$ cat src/rtl/bit_monitor_if.sv
`default_nettype none
// ============================================================================
// Module      : bit_monitor_if
// Description : Status/stimulus bundle between a constant-bit checker and
//               whoever drives it (start/din in, verdict and count out).
// Revision    : 1.0 - initial release
// ============================================================================
interface bit_monitor_if #(
  parameter int CNT_W = 8
);
  logic             start;
  logic             din;
  logic             busy;
  logic             done;
  logic             ok;
  logic             err;
  logic [CNT_W-1:0] err_count;

  // Side that launches checks and reads the verdict
  modport master (
    output start, din,
    input  busy, done, ok, err, err_count
  );

  // The checker itself
  modport slave (
    input  start, din,
    output busy, done, ok, err, err_count
  );
endinterface
`default_nettype wire

$ cat src/rtl/bit_monitor.sv
`default_nettype none
// ============================================================================
// Module      : bit_monitor
// Description : On-chip checker for a constant/slow single-bit source. After
//               start it waits SETTLE cycles, compares din with EXPECTED for
//               WINDOW cycles counting mismatches, then latches ok/err.
//               Optional macro BIT_MONITOR_SATURATE_EN makes err_count
//               saturate instead of wrapping.
// Revision    : 1.0 - initial release
// ============================================================================
module bit_monitor #(
  parameter int EXPECTED = 1,
  parameter int SETTLE   = 10,
  parameter int WINDOW   = 4,
  parameter int CNT_W    = 8
) (
  input  wire          clk,
  input  wire          rst,
  bit_monitor_if.slave mon
);

  localparam int SET_W = (SETTLE > 0) ? $clog2(SETTLE + 1) : 1;
  localparam int WIN_W = (WINDOW > 0) ? $clog2(WINDOW + 1) : 1;
  localparam logic EXP_BIT = (EXPECTED != 0);
  localparam logic [SET_W-1:0] SET_LAST = SET_W'((SETTLE > 0) ? SETTLE - 1 : 0);
  localparam logic [WIN_W-1:0] WIN_LAST = WIN_W'((WINDOW > 0) ? WINDOW - 1 : 0);

  typedef enum logic [1:0] {
    IDLE   = 2'd0,
    SETTLE_ST = 2'd1,
    CHECK  = 2'd2,
    DONE   = 2'd3
  } state_t;

  state_t           state;
  logic [SET_W-1:0] settle_cnt;
  logic [WIN_W-1:0] win_cnt;
  logic             sticky_miss;
  logic [CNT_W-1:0] err_count;
  logic             busy;
  logic             done;
  logic             ok;
  logic             err;

  logic             miss;
  logic [CNT_W-1:0] count_inc;

  // Per-sample mismatch and the next mismatch count (wrap or saturate)
  always_comb begin
    miss      = (mon.din != EXP_BIT);
    count_inc = err_count + 1'b1;
`ifdef BIT_MONITOR_SATURATE_EN
    if (&err_count) begin
      count_inc = err_count;
    end
`else
    count_inc = err_count + 1'b1;
`endif
  end

  // Sequencer: IDLE -> SETTLE -> CHECK -> DONE with registered outputs
  always_ff @(posedge clk) begin
    if (rst) begin
      state       <= IDLE;
      settle_cnt  <= '0;
      win_cnt     <= '0;
      sticky_miss <= 1'b0;
      err_count   <= '0;
      busy        <= 1'b0;
      done        <= 1'b0;
      ok          <= 1'b0;
      err         <= 1'b0;
    end else begin
      case (state)
        // A fresh start looks identical from IDLE and from DONE
        IDLE, DONE: begin
          if (mon.start) begin
            state       <= (SETTLE == 0) ? CHECK : SETTLE_ST;
            settle_cnt  <= '0;
            win_cnt     <= '0;
            sticky_miss <= 1'b0;
            err_count   <= '0;
            busy        <= 1'b1;
            done        <= 1'b0;
            ok          <= 1'b0;
            err         <= 1'b0;
          end
        end

        // din is deliberately ignored while the source settles
        SETTLE_ST: begin
          if (settle_cnt == SET_LAST) begin
            settle_cnt <= '0;
            state      <= CHECK;
          end else begin
            settle_cnt <= settle_cnt + 1'b1;
          end
        end

        CHECK: begin
          if (miss) begin
            err_count   <= count_inc;
            sticky_miss <= 1'b1;
          end
          if (win_cnt == WIN_LAST) begin
            win_cnt <= '0;
            state   <= DONE;
            busy    <= 1'b0;
            done    <= 1'b1;
            // Verdict comes from the sticky flag so a wrapped count of
            // zero still reports a failure
            ok      <= ~(sticky_miss | miss);
            err     <= sticky_miss | miss;
          end else begin
            win_cnt <= win_cnt + 1'b1;
          end
        end

        default: begin
          state <= IDLE;
          busy  <= 1'b0;
          done  <= 1'b0;
          ok    <= 1'b0;
          err   <= 1'b0;
        end
      endcase
    end
  end

  assign mon.busy      = busy;
  assign mon.done      = done;
  assign mon.ok        = ok;
  assign mon.err       = err;
  assign mon.err_count = err_count;

endmodule
`default_nettype wire

$ cat src/flat_wrapper.sv
// flat-port wrapper written by rule: the top's interface ports become plain ports
module bit_monitor_flat 
#(
  parameter int EXPECTED = 1,
  parameter int SETTLE   = 10,
  parameter int WINDOW   = 4,
  parameter int CNT_W    = 8
)
  (clk, rst, mon_start, mon_din, mon_busy, mon_done, mon_ok, mon_err, mon_err_count);
  bit_monitor_if #(.CNT_W(CNT_W)) mon_i ();
  input  wire clk;
  input  wire rst;
  input wire logic [$bits(mon_i.start)-1:0] mon_start;
  input wire logic [$bits(mon_i.din)-1:0] mon_din;
  output wire logic [$bits(mon_i.busy)-1:0] mon_busy;
  output wire logic [$bits(mon_i.done)-1:0] mon_done;
  output wire logic [$bits(mon_i.ok)-1:0] mon_ok;
  output wire logic [$bits(mon_i.err)-1:0] mon_err;
  output wire logic [$bits(mon_i.err_count)-1:0] mon_err_count;
  assign mon_i.start = mon_start;
  assign mon_i.din = mon_din;
  assign mon_busy = mon_i.busy;
  assign mon_done = mon_i.done;
  assign mon_ok = mon_i.ok;
  assign mon_err = mon_i.err;
  assign mon_err_count = mon_i.err_count;
  bit_monitor #(.EXPECTED(EXPECTED), .SETTLE(SETTLE), .WINDOW(WINDOW), .CNT_W(CNT_W)) u_core (.clk(clk), .rst(rst), .mon(mon_i));
endmodule
$ cat config.mk
export PLATFORM = sky130hd
export DESIGN_NAME = bit_monitor_flat
export DESIGN_NICKNAME = d
export VERILOG_FILES = /design/src/rtl/bit_monitor_if.sv /design/src/rtl/bit_monitor.sv /design/src/flat_wrapper.sv
export SDC_FILE = /design/constraint.sdc
export NUM_CORES = 1
export LEC_CHECK = 0
export CAP_MARGIN = 10
export CORE_AREA = 2 2 52 54
export DETAILED_ROUTE_END_ITERATION = 7
export DIE_AREA = 0 0 54 56
export GPL_TIMING_DRIVEN = 0
export PLACE_DENSITY = 0.75
export SLEW_MARGIN = 30
export SYNTH_ARGS = -nofsm -noshare
export SYNTH_HDL_FRONTEND = slang
export SYNTH_SLANG_ARGS = --single-unit
$ cat constraint.sdc
create_clock -name clk -period 2 [get_ports clk]
set_clock_uncertainty 0.15 [all_clocks]
set_input_delay 0.3 -clock clk [delete_from_list [all_inputs] [get_ports clk]]
set_output_delay 0.3 -clock clk [all_outputs]
set_load 0.01 [all_outputs]
==> results.json <==
{
  "cts.sinks": 22,
  "cts_inserted_buffers": 3,
  "setup.worst_path.end_class": "register",
  "synth_area_per_cell_sq_um": 8.539,
  "via_per_inst": 5.590,
  "utilization": 0.5669,
  "clock_latency_ps": 310,
  "ys_seq_area_frac": 0.3937,
  "die_y_um": 56,
  "area_growth_pct": 23.27,
  "reg2reg_slack_ps": 40,
  "wl_mm": 2.426,
  "top_usage_layer": "met2",
  "grt_use_total": 0.1810,
  "cts_root_buf": "clkbuf_4",
  "ys_types": 35,
  "ys_ff_latch": 22,
  "ant_nets": 0,
  "drive_above_1_share": 0.1111,
  "holdPathStages": 2,
  "dr.pass1.iters": 4,
  "synth_top_area_frac": 0.3937,
  "grt_max_degree": 13,
  "ir_drop_mv": 0.7717,
  "worst_pin_slew_ps": 528.2,
  "ioPinCount": 16,
  "dieArea_sq_mm": 0.003024,
  "setup_viol": 0,
  "crit_fanout": 7,
  "multiInputGateArea_sq_um": 650.6,
  "hold_class": "input pin to register",
  "gp_congestion": 0.7491,
  "use_met2": 0.2927,
  "crit_type": "register to register",
  "slew_headroom": 0.6455,
  "final.setup.tns_ps": 0,
  "cts_tree": "built",
  "die_x_um": 54,
  "core_sq_mm": 0.002432,
  "drtIter0Drc": 16,
  "power.density_mw_per_mm2": 1107,
  "cts_buffer_depth": 2,
  "reg2regPathDepth": 7,
  "critical_path_arrival_ps": 2070,
  "antenna_found_initial": 0,
  "post_drt_wl_per_cell_um": 13.26,
  "drc_errors": 0,
  "clock.fmax_ghz": 0.5107,
  "placedCellCount": 175,
  "gr-total-overflow": 0,
  "instances_no_fill": 183,
  "hold_slack_ps": 237.8,
  "grtUsageMet3": 0.03495,
  "max-cap-violations": 0,
  "fin_nets": 165,
  "grt_setup_unrepaired": "yes",
  "required_ps": 2110,
  "syn_area_sq_mm": 0.001119,
  "seqCellArea_sq_um": 441.7,
  "leakagePower_nw": 0.5178,
  "hold_end": "u_core.mon.busy",
  "r2r-end": "u_core.mon.err_count[7]",
  "synth_nets": 142,
  "htree_levels": 1,
  "grt_pass1_vias": 937,
  "clk_pin_slew_worst_paths_ps": 120,
  "ys_top_cells_by_area": "dfxtp_1, ha_1, a21oi_1, nand2_1, mux2i_1",
  "report.power.total_mw": 1.526,
  "fillers": 234,
  "finalCritPeriodShare": 0.9791,
  "fp-row-count": 18,
  "postSynthCellCount": 131,
  "cts_hold_buf": 0,
  "hp-start": "rst",
  "synth_top_area_cell": "dfxtp_1",
  "status": "finished clean",
  "hold_viol": 0,
  "synth_warnings": 0,
  "r2r_start": "u_core.state[0]",
  "initial_utilization": 0.4599,
  "worstSetupStartpointType": "register",
  "grt_pass1_wl_mm": 4.209,
  "grtUsageMet1": 0.2387,
  "via_count": 1023,
  "dp_hpwl_mm": 1.769,
  "n_antenna_cell": 0,
  "io_buffers": 14,
  "finalCriticalPeriod_ps": 1958,
  "slew_violations": 0
}
## cell usage in the layout, fill, tap and decap left out, types with 3 or more instances in the layout
master | netlist | routed
or3_1 | 3 | 3
inv_1 | 5 | 5
nand2_1 | 15 | 15
dfxtp_1 | 22 | 21
nand3_1 | 5 | 5
nor2_1 | 7 | 7
nand2b_1 | 4 | 4
o21ai_0 | 6 | 6
nand4_1 | 4 | 4
buf_4 | 0 | 4
a21oi_1 | 15 | 14
ha_1 | 7 | 7
and2_1 | 3 | 3
clkbuf_4 | 0 | 3
xor2_1 | 3 | 3
and3_1 | 3 | 3
clkdlybuf4s50_1 | 0 | 14
## routing by layer
layer	vias up	wire length [um]
met5	-	0
met4	0	17
met3	2	77
met2	16	1178
met1	495	1153
li1	510	-
## cells by family (layout without fill, tap and decap cells)
group           Yosys count  in the layout  synth area share
compound gates           31             31            0.1622
xor+xnor                  3              3           0.02349
fa+ha+maj                 7              7           0.07830
simple gates             55             55            0.2640
buf+inv                   9             31           0.03803
mux                       4              4           0.04027
flops                    22             22            0.3937
## layout make-up
type,count,area share
Tap cell,30,0.02722
Timing Repair Buffer,18,0.1234
Buffer,4,0.01724
Sequential cell,22,0.3203
Inverter,5,0.01361
Clock buffer,4,0.02632
Multi-Input combinational cell,100,0.4719
## flip-flops by register name, indices dropped and copies added (netlist names)
name / flops
u_core.sticky_miss: 1
u_core.mon.done: 1
u_core.win_cnt: 3
u_core.mon.busy: 1
u_core.settle_cnt: 4
u_core.mon.err_count: 8
u_core.mon.err: 1
u_core.state: 2
u_core.mon.ok: 1
## worst max-delay path: stages, from the launching register on
cell and delay (ps):
dfxtp_2 340, inv_1 40, ha_1 290, buf_6 140
mux2_4 240, nand2_4 60, or4_4 510, a21oi_2 120
## timing repair
item / 4_1_cts / 5_1_grt
pin swaps: 0 / 2
resized for setup: 1 / 4
endpoints found under the setup margin: 4 / 6
buffers inserted: 1 / 3
## Yosys cell counts
cell      instances
nor3_1            2
buf_6             1
nor4_1            1
buf_2             1
nor2b_1           2
a21oi_1          15
nand2b_1          4
nand3_1           5
o21ai_1           1
and2_1            3
or2b_1            1
mux2i_1           3
xor2_1            3
clkbuf_1          2
nand4_1           4
o31ai_1           1
a21o_1            1
and3_1            3
o32a_1            1
nor2_1            7
o21bai_1          1
inv_1             5
and3b_1           1
or4_1             2
mux2_4            1
nand2_4           1
nand2_1          15
or3_1             3
ha_1              7
dfxtp_1          22
a31oi_1           2
or4b_1            1
a311oi_1          2
a32oi_1           1
o21ai_0           6
## through the flow
stage	setup slack [ps]	area, sq um
after floorplan	53.58	1119
after global placement	-62.23	1296
after detailed placement	-91.79	1296
after CTS	3.044	1341
after global routing	-18.79	1379
final	41.78	1379
## worst max-delay path by stage
stage                     from  slack (ps)                 endpoint  depth (start not counted)
6_report       u_core.state[0]          40  u_core.mon.err_count[7]                          7
5_1_grt        u_core.state[0]         -20  u_core.mon.err_count[7]                          8
4_1_cts        u_core.state[0]           3  u_core.mon.err_count[7]                          7
3_5_place_dp         mon_start         -90  u_core.mon.err_count[7]                          5
3_3_place_gp         mon_start         -60  u_core.mon.err_count[7]                          5
2_1_floorplan  u_core.state[0]          50  u_core.mon.err_count[7]                          7
## where the power goes
group / leakage (nW) / internal [mW] / total [mW] / switching [mW]
Sequential: 0.179 / 0.494 / 0.527 / 0.0326
Clock: 0.0210 / 0.111 / 0.251 / 0.139
Combinational: 0.318 / 0.329 / 0.749 / 0.420
No activity file was read; power rests on OpenSTA's default activity.
